<file path="src/rtl/pc_fetch_unit_if.sv">
`default_nettype none
// ============================================================================
// Module      : pc_fetch_unit_if
// Description : Control/status bundle between a fetch controller and the
//               pc_fetch_unit.
// Revision    : 1.0 - initial release
// ============================================================================
interface pc_fetch_unit_if #(
    parameter int XLEN = 32
);
    logic            stall;
    logic            redirect_valid;
    logic [XLEN-1:0] redirect_target;
    logic            branch_taken;
    logic [XLEN-1:0] imm;
    logic            call;
    logic            ret;
    logic [XLEN-1:0] pc;
    logic [XLEN-1:0] pc_plus4;
    logic            misaligned;
    logic            ras_empty;
    logic            ras_full;
    logic            ras_underflow;

    modport master (
        output stall, redirect_valid, redirect_target, branch_taken, imm, call, ret,
        input  pc, pc_plus4, misaligned, ras_empty, ras_full, ras_underflow
    );

    modport slave (
        input  stall, redirect_valid, redirect_target, branch_taken, imm, call, ret,
        output pc, pc_plus4, misaligned, ras_empty, ras_full, ras_underflow
    );
endinterface
`default_nettype wire

</file>
<file path="src/rtl/pc_fetch_unit.sv">
`default_nettype none
// ============================================================================
// Module      : pc_fetch_unit
// Description : Program counter with redirect/branch/sequential next-PC select
//               and an optional circular return-address stack, built only
//               when the macro PC_FETCH_RAS_EN is defined.
// Revision    : 1.0 - initial release
// ============================================================================
module pc_fetch_unit #(
    parameter int              XLEN         = 32,
    parameter logic [XLEN-1:0] RESET_VECTOR = '0,
    parameter int              RAS_DEPTH    = 4
) (
    input  wire logic      clock,
    input  wire logic      reset,
    pc_fetch_unit_if.slave bus
);
    localparam logic [XLEN-1:0] c_FOUR = XLEN'(4);

    logic [XLEN-1:0] r_pc;
    logic            r_misaligned;
    logic [XLEN-1:0] w_pc_plus4;
    logic [XLEN-1:0] w_branch_target;
    logic [XLEN-1:0] w_raw_target;
    logic [XLEN-1:0] w_pc_next;
    logic            w_load;
    logic            w_pop;
    logic [XLEN-1:0] w_ras_top;

    assign w_pc_plus4      = r_pc + c_FOUR;
    assign w_branch_target = r_pc + bus.imm;

`ifdef PC_FETCH_RAS_EN
    localparam int                 c_PTR_W = $clog2(RAS_DEPTH);
    localparam logic [c_PTR_W:0]   c_DEPTH = (c_PTR_W + 1)'(RAS_DEPTH);
    localparam logic [c_PTR_W:0]   c_CNT_1 = (c_PTR_W + 1)'(1);
    localparam logic [c_PTR_W-1:0] c_PTR_1 = c_PTR_W'(1);

    logic [XLEN-1:0]    r_ras [RAS_DEPTH];
    logic [c_PTR_W-1:0] r_ptr;
    logic [c_PTR_W-1:0] w_ptr_next;
    logic [c_PTR_W-1:0] w_top_idx;
    logic [c_PTR_W-1:0] w_wr_idx;
    logic [c_PTR_W:0]   r_count;
    logic [c_PTR_W:0]   w_count_next;
    logic               r_ras_empty;
    logic               r_ras_full;
    logic               r_underflow;
    logic               w_accept;
    logic               w_push;
    logic               w_ret_miss;

    // r_ptr is the next free slot; the top of stack sits one below it.
    assign w_top_idx  = r_ptr - c_PTR_1;
    assign w_ras_top  = r_ras[w_top_idx];
    assign w_accept   = !bus.redirect_valid && !bus.stall;
    assign w_pop      = w_accept && bus.ret && (r_count != '0);
    assign w_push     = w_accept && bus.call;
    assign w_ret_miss = w_accept && bus.ret && (r_count == '0);
    // A simultaneous pop+push rewrites the top slot in place.
    assign w_wr_idx   = w_pop ? w_top_idx : r_ptr;

    always_comb begin
        w_ptr_next   = r_ptr;
        w_count_next = r_count;
        if (w_pop && !w_push) begin
            w_ptr_next   = w_top_idx;
            w_count_next = r_count - c_CNT_1;
        end else if (w_push && !w_pop) begin
            w_ptr_next = r_ptr + c_PTR_1;
            if (r_count != c_DEPTH) begin
                w_count_next = r_count + c_CNT_1;
            end
        end
    end

    always_ff @(posedge clock) begin
        if (w_push && !reset) begin
            r_ras[w_wr_idx] <= w_pc_plus4;
        end
    end

    always_ff @(posedge clock or posedge reset) begin
        if (reset) begin
            r_ptr       <= '0;
            r_count     <= '0;
            r_ras_empty <= 1'b1;
            r_ras_full  <= 1'b0;
            r_underflow <= 1'b0;
        end else begin
            r_ptr       <= w_ptr_next;
            r_count     <= w_count_next;
            r_ras_empty <= (w_count_next == '0);
            r_ras_full  <= (w_count_next == c_DEPTH);
            r_underflow <= w_ret_miss;
        end
    end

    assign bus.ras_empty     = r_ras_empty;
    assign bus.ras_full      = r_ras_full;
    assign bus.ras_underflow = r_underflow;
`else
    logic w_unused_ok;

    assign w_pop             = 1'b0;
    assign w_ras_top         = '0;
    assign w_unused_ok       = &{1'b0, bus.call, bus.ret};
    assign bus.ras_empty     = 1'b1;
    assign bus.ras_full      = 1'b0;
    assign bus.ras_underflow = 1'b0;
`endif

    always_comb begin
        w_load       = 1'b0;
        w_raw_target = w_pc_plus4;
        w_pc_next    = w_pc_plus4;
        if (bus.redirect_valid) begin
            w_load       = 1'b1;
            w_raw_target = bus.redirect_target;
        end else if (w_pop) begin
            w_load       = 1'b1;
            w_raw_target = w_ras_top;
        end else if (!bus.stall && bus.branch_taken) begin
            w_load       = 1'b1;
            w_raw_target = w_branch_target;
        end else if (bus.stall) begin
            w_pc_next = r_pc;
        end
        if (w_load) begin
            w_pc_next = {w_raw_target[XLEN-1:2], 2'b00};
        end
    end

    always_ff @(posedge clock or posedge reset) begin
        if (reset) begin
            r_pc         <= RESET_VECTOR;
            r_misaligned <= 1'b0;
        end else begin
            r_pc         <= w_pc_next;
            r_misaligned <= w_load && (w_raw_target[1:0] != 2'b00);
        end
    end

    assign bus.pc         = r_pc;
    assign bus.pc_plus4   = w_pc_plus4;
    assign bus.misaligned = r_misaligned;
endmodule
`default_nettype wire

</file>
<file path="src/flat_wrapper.sv">
// flat-port wrapper written by rule: the top's interface ports become plain ports
module pc_fetch_unit_flat 
#(
    parameter int              XLEN         = 32,
    parameter logic [XLEN-1:0] RESET_VECTOR = '0,
    parameter int              RAS_DEPTH    = 4
)
  (clock, reset, bus_stall, bus_redirect_valid, bus_redirect_target, bus_branch_taken, bus_imm, bus_call, bus_ret, bus_pc, bus_pc_plus4, bus_misaligned, bus_ras_empty, bus_ras_full, bus_ras_underflow);
  pc_fetch_unit_if #(.XLEN(XLEN)) bus_i ();
  input  wire logic clock;
  input  wire logic reset;
  input wire logic [$bits(bus_i.stall)-1:0] bus_stall;
  input wire logic [$bits(bus_i.redirect_valid)-1:0] bus_redirect_valid;
  input wire logic [$bits(bus_i.redirect_target)-1:0] bus_redirect_target;
  input wire logic [$bits(bus_i.branch_taken)-1:0] bus_branch_taken;
  input wire logic [$bits(bus_i.imm)-1:0] bus_imm;
  input wire logic [$bits(bus_i.call)-1:0] bus_call;
  input wire logic [$bits(bus_i.ret)-1:0] bus_ret;
  output wire logic [$bits(bus_i.pc)-1:0] bus_pc;
  output wire logic [$bits(bus_i.pc_plus4)-1:0] bus_pc_plus4;
  output wire logic [$bits(bus_i.misaligned)-1:0] bus_misaligned;
  output wire logic [$bits(bus_i.ras_empty)-1:0] bus_ras_empty;
  output wire logic [$bits(bus_i.ras_full)-1:0] bus_ras_full;
  output wire logic [$bits(bus_i.ras_underflow)-1:0] bus_ras_underflow;
  assign bus_i.stall = bus_stall;
  assign bus_i.redirect_valid = bus_redirect_valid;
  assign bus_i.redirect_target = bus_redirect_target;
  assign bus_i.branch_taken = bus_branch_taken;
  assign bus_i.imm = bus_imm;
  assign bus_i.call = bus_call;
  assign bus_i.ret = bus_ret;
  assign bus_pc = bus_i.pc;
  assign bus_pc_plus4 = bus_i.pc_plus4;
  assign bus_misaligned = bus_i.misaligned;
  assign bus_ras_empty = bus_i.ras_empty;
  assign bus_ras_full = bus_i.ras_full;
  assign bus_ras_underflow = bus_i.ras_underflow;
  pc_fetch_unit #(.XLEN(XLEN), .RESET_VECTOR(RESET_VECTOR), .RAS_DEPTH(RAS_DEPTH)) u_core (.clock(clock), .reset(reset), .bus(bus_i));
endmodule
</file>
<file path="config.mk">
export PLATFORM = sky130hd
export DESIGN_NAME = pc_fetch_unit_flat
export DESIGN_NICKNAME = d
export VERILOG_FILES = /design/src/rtl/pc_fetch_unit_if.sv /design/src/rtl/pc_fetch_unit.sv /design/src/flat_wrapper.sv
export SDC_FILE = /design/constraint.sdc
export NUM_CORES = 1
export LEC_CHECK = 0
export ABC_AREA = 1
export CORE_MARGIN = 3
export CORE_UTILIZATION = 52
export DETAILED_ROUTE_END_ITERATION = 10
export PLACE_DENSITY_LB_ADDON = 0.05
export SLEW_MARGIN = 20
export SYNTH_ARGS = -nofsm -noshare
export SYNTH_HDL_FRONTEND = slang
export SYNTH_SLANG_ARGS = --single-unit
</file>
<file path="constraint.sdc">
create_clock -name clock -period 2.72 [get_ports clock]
set_input_delay 0.544 -clock clock [delete_from_list [all_inputs] [get_ports clock]]
set_output_delay 0.544 -clock clock [all_outputs]
set_load 0.01 [all_outputs]
</file>
== After elaboration in Yosys (flattened, before gate mapping) ==
Index checks and enable logic that the tools add are counted.

* Reductions and logical operators: 4
* Add/sub/neg operators: 2
* Eq/ne operators: 1
* Muxes and demuxes: 8

{| class="wikitable"
|+ Operators with widths
! cell !! number
|-
| 2-to-1 mux 32 bit || 6
|-
| adder 32 x 3 -> 32 bit (second input constant) || 1
|-
| adder 32 bit || 1
|-
| != test 4 x 1 -> 1 bit (second input constant) || 1
|-
| logical AND 1 bit || 2
|-
| 2-to-1 mux 1 bit || 2
|-
| nonzero test 2 bit || 1
|-
| zero test 1 bit || 1
|}

* Logic and storage cells: 17
* Register bits after elaboration: 33

== Longest topological paths before layout ==
* Word-level depth: 6
* Depth in mapped cells: 15
* Mapped depth without buffers: 15

== Worst setup path after synthesis ==
OpenSTA, ideal clock, no wires.

* Kind: register to output
* Start point: reg u_core.r_pc[2] (netlist: u_core.bus.pc[2])
* End point: out bus_pc_plus4[16]
* Path buffers: 0
* Stages on the path, launching flop included: 8
* Arrival time: 1464 ps
* Setup slack: 712 ps
* Path through: dfrtp_1 > ha_1 > nand2_1 > nor2_4 > inv_2 > nor2_1 > nand3_1 > xor2_1

* Longest elaborated chain between the ends: 1

{| class="wikitable"
|+ RTL lines
! what !! RTL line !! source
|-
| start: declaration || pc_fetch_unit.sv:20 || <nowiki>logic [XLEN-1:0] r_pc;</nowiki>
|-
| start signal: assignment || pc_fetch_unit.sv:139 || <nowiki>r_pc <= w_pc_next;</nowiki>
|-
| adder 32 x 3 -> 32 bit || pc_fetch_unit.sv:30 || <nowiki>assign w_pc_plus4 = r_pc + c_FOUR;</nowiki>
|-
| end: declaration || flat_wrapper.sv:20 || <nowiki>output wire logic [$bits(bus_i.pc_plus4)-1:0] bus_pc_plus4;</nowiki>
|}

Every way passes these cells.

== Final worst setup path ==
* Start point: reg u_core.r_pc[2] (netlist: u_core.bus.pc[2])
* End point: out bus_pc_plus4[23]

The elaborated chain is that of the path after synthesis.

==> Implementation_results.wiki <==
{| class="wikitable"
! Metric !! Value
|-
| Overall power of the completed layout || between 0.003 and 0.004 W
|-
| Starting DRT DRC Count || 594
|-
| Hold violation count in the final report || 0
|-
| Avg Inst Size Synth || 5.93 um^2
|-
| Number of buffer and inverter instances along the worst setup path || 4
|-
| Dominant combinational cell family by area after synthesis || simple AND/OR/NAND/NOR gates
|-
| Violations in the final reports || setup timing
|-
| Number of antenna violations at the first check in global routing || 0
|-
| Sequence of cells on the critical path || buf_4 -> nand3_2 -> inv_1 -> nand2_2 -> nor2_4 -> buf_4 -> nand2_1 -> xnor2_2 -> dlygate4sd2_1
|-
| Peak Freq || 367 MHz
|-
| CP most frequent cell || sky130_fd_sc_hd__buf_4
|-
| Placement Setup Slack || between 40 and 50 ps
|-
| DIE AREA || between 9000 and 10000 um^2
|-
| Synthesized-area fraction occupied by and/or/nand/nor cells || 0.399
|-
| TritonCTS clock tree || done
|-
| Outcome || finished with violations
|-
| Post-synthesis instance area || around 4500 um^2
|-
| Slack of the worst reg-to-reg path || approximately 340 ps
|-
| Die height || 98.7 um
|-
| Final Max Tran Viols || 0
|-
| CTS hold repair buffers || 0
|-
| Buffer cell driving the clock tree root || sky130_fd_sc_hd__clkbuf_8
|-
| Number of clock sinks || 31
|-
| Post-route antenna net violation count || 0
|-
| Cell type of the slowest stage on the worst timing path || sky130_fd_sc_hd__dfrtp_1
|-
| Combined flip-flop and latch cell area || about 790 um^2
|-
| Global-route wire length before repair || 27200 um
|-
| Compound-cell area share of the yosys netlist || 0.159
|-
| Via count || 5896
|-
| Worst-case hold path end point || u_core.bus.pc[4]
|-
| Final non-filler cell total || between 1000 and 1500
|-
| Most frequent standard cell in the layout excluding fill and tap cells || sky130_fd_sc_hd__nand2_1
|-
| Peak supply drop || 0.213 mV
|-
| Kind of capture point of the worst setup path || output port
|-
| Number of top-level design ports || between 100 and 150
|-
| CP Depth || 9
|-
| Finish-stage setup viols || 1
|-
| End of the worst register-to-register path || u_core.bus.pc[18]
|-
| Global router's overall resource usage || 0.347
|-
| Total Routed Length || 18000 um
|-
| Via count of the first global-routing pass || 5578
|-
| Yosys warnings || 0
|-
| Reg clk slew, reported paths || 70 ps
|-
| Final worst slack || -4.48 ps
|-
| Number of cells in the design after placement || 1001
|-
| Total area of multi-input combinational cells || 3320 um^2
|-
| Worst min-delay path startpoint || u_core.bus.pc[4]
|-
| Final cycle utilization of the critical path || 1.00
|-
| Share of post-route cells with drive strength above 1 || 0.115
|-
| PD cells || 481 nW/um^2
|-
| Max Cap Violations || 0
|-
| Routability Congestion || around 1.0
|-
| Input/output buffers || 129
|-
| Worst Setup Start Kind || flip-flop
|-
| Sequential share of the synthesized area || 0.174
|-
| Routed via count divided by cell count || slightly below 6
|-
| Diode insertion count for antenna repair || 0
|-
| Insertion delay of the later-clocked pin in the worst-skew pair || 290 ps
|-
| Synth-to-layout area growth || 40.5%
|-
| Number of enable-type register cells in the synthesized netlist || 0
|-
| Layout fillers || 612
|-
| Largest net degree at the start of global routing || 32
|-
| Commonest cells after routing, fill and taps aside || 240 x sky130_fd_sc_hd__nand2_1, 107 x sky130_fd_sc_hd__clkdlybuf4s50_1, 93 x sky130_fd_sc_hd__inv_1
|-
| Fraction of synthesized area in multiplexers || 0.00448
|-
| DRC || 0
|-
| Most common flop cell mapped by yosys || sky130_fd_sc_hd__dfrtp_1
|-
| Number of unique standard cell types used by synthesis || 44
|-
| Kind of critical path || flip-flop to output port
|-
| Cells on Worst Hold Path || 2
|-
| Initial DRT Pass Iterations || 8
|-
| Xor-xnor portion of the synthesized cell area || 0.0725
|-
| Family with the most delay on the worst path || buffers and inverters
|-
| CP max stage delay || about 360 ps
|-
| Site row count || 33
|-
| Flops & latches, synth || 31
|-
| Layout Nets || between 1000 and 1500
|-
| Startpoint of the most critical register-to-register path || u_core.bus.pc[16]
|-
| Worst r2r path cells || 15
|-
| Leak Pwr || 3.15 nW
|-
| Area inside the core boundary || 8300 um^2
|-
| Mean routed wirelength per cell || 17.7 um
|-
| Total clock buffers created by CTS || 5
|-
| Maximum number of buffers from clock root to sink || 2
|-
| Peak fanout along the critical path || 5
|-
| HPWL after detailed placement || 13800 um
|-
| Data arrival time of the critical path || roughly 2200 ps
|-
| Remaining global-route overflow || 0
|-
| Instance count of the mapped netlist || 753
|-
| Initial core utilization || 0.538
|-
| Width of the die || 98.7 um
|-
| # H-tree levels || 2
|-
| Data required time of the critical path || 2180 ps
|-
| Share of synthesized cell area in full adder, half adder and majority cells || 0.0840
|-
| Type of the most critical hold path || flip-flop to flip-flop
|-
| Proportion of register bits with asynchronous set or reset after synthesis || 1.00
|-
| Post-layout minimum cycle time || 2720 ps
|-
| Setup Skew || 4.97 ps
|}
==> synthesized netlist by cell type (8+ instances only) <==
| cell | count | area [um^2] |
|---|---|---|
| sky130_fd_sc_hd__a21oi_1 | 67 | 335 |
| sky130_fd_sc_hd__a31oi_1 | 8 | 50.1 |
| sky130_fd_sc_hd__dfrtp_1 | 31 | 776 |
| sky130_fd_sc_hd__ha_1 | 30 | 375 |
| sky130_fd_sc_hd__inv_1 | 93 | 349 |
| sky130_fd_sc_hd__nand2_1 | 240 | 901 |
| sky130_fd_sc_hd__nand3_1 | 40 | 200 |
| sky130_fd_sc_hd__nand4_1 | 12 | 75.1 |
| sky130_fd_sc_hd__nor2_1 | 83 | 312 |
| sky130_fd_sc_hd__nor2_2 | 8 | 50.1 |
| sky130_fd_sc_hd__o21ai_0 | 23 | 115 |
| sky130_fd_sc_hd__xor2_1 | 20 | 175 |
==> worst register-to-register path, delay by kind of cell (launching register included) <==
kind            cells  cell delay (ps)
simple gates       10             1030
buf+inv             3              410
flops               1              380
fa+ha+maj           1              360
compound gates      1              140
==> logic make-up (layout without fill, tap and decap cells) <==
group                    Yosys count  after routing
AND/OR/NAND/NOR                  415            415
buffers and inverters            117            269
multiplexers                       2              2
adder cells (fa/ha/maj)           30             30
flip-flops                        31             31
other                              2              7
XOR/XNOR                          31             31
AO/OA/AOI/OAI                    125            125
==> per-stage QoR <==
step            util  instance area (um^2)  setup TNS, ps  hold slack, ps
3_5_place_dp   0.727                  6030              0             622
2_1_floorplan      -                  4490              0             595
4_1_cts        0.746                  6190              0             589
6_report       0.756                  6270          -4.48             586
3_3_place_gp   0.727                  6030              0             607
5_1_grt        0.756                  6270           -143             620
==> layer usage <==
metal	vias to the layer above	routed length, um	share of wire	global-route usage
li1	2738	-	-	-
met1	2634	7000	0.39	0.461
met2	435	8030	0.45	0.576
met3	89	2120	0.12	0.0502
met4	0	808	0.045	0.124
met5	-	0	0	0
==> how the worst max path moves through the flow <==
stage	from	end	slack (ps)
5_1_grt	u_core.bus.pc[2]	bus_pc_plus4[25]	-50
4_1_cts	u_core.bus.pc[7]	bus_pc_plus4[12]	0.3
2_1_floorplan	u_core.bus.pc[2]	bus_pc_plus4[16]	710
3_3_place_gp	u_core.bus.pc[3]	bus_pc_plus4[16]	100
3_5_place_dp	bus_imm[3]	u_core.bus.pc[27]	50
6_report	u_core.bus.pc[2]	bus_pc_plus4[23]	-4
==> layout make-up <==
type / instances / area share
inverters: 97 / 0.0580
well taps: 105 / 0.0209
clock buffers: 8 / 0.0160
multi-input cells: 610 / 0.530
repair buffers: 164 / 0.250
flip-flops and latches: 31 / 0.125
==> flip-flops by register name, indices dropped and copies added, names as in the netlist <==
register and count:
u_core.bus.pc 30, u_core.bus.misaligned 1
==> repair_timing <==
item / CTS / global route
setup buffers: 3 / 3
pin swaps: 1 / 3
endpoints found under the setup margin: 21 / 12
resized for setup: 32 / 18
==> where the power goes <==
| part | total [W] | switching (W) | leakage (nW) | internal, W |
|---|---|---|---|---|
| registers | 0.000657 | 0.000122 | 0.355 | 0.000535 |
| logic | 0.00194 | 0.00113 | 2.75 | 0.000815 |
| clock network | 0.000423 | 0.000192 | 0.0515 | 0.000231 |
| total | 0.00302 | 0.00144 | 3.15 | 0.00158 |
No activity file was read; power rests on OpenSTA's default activity.
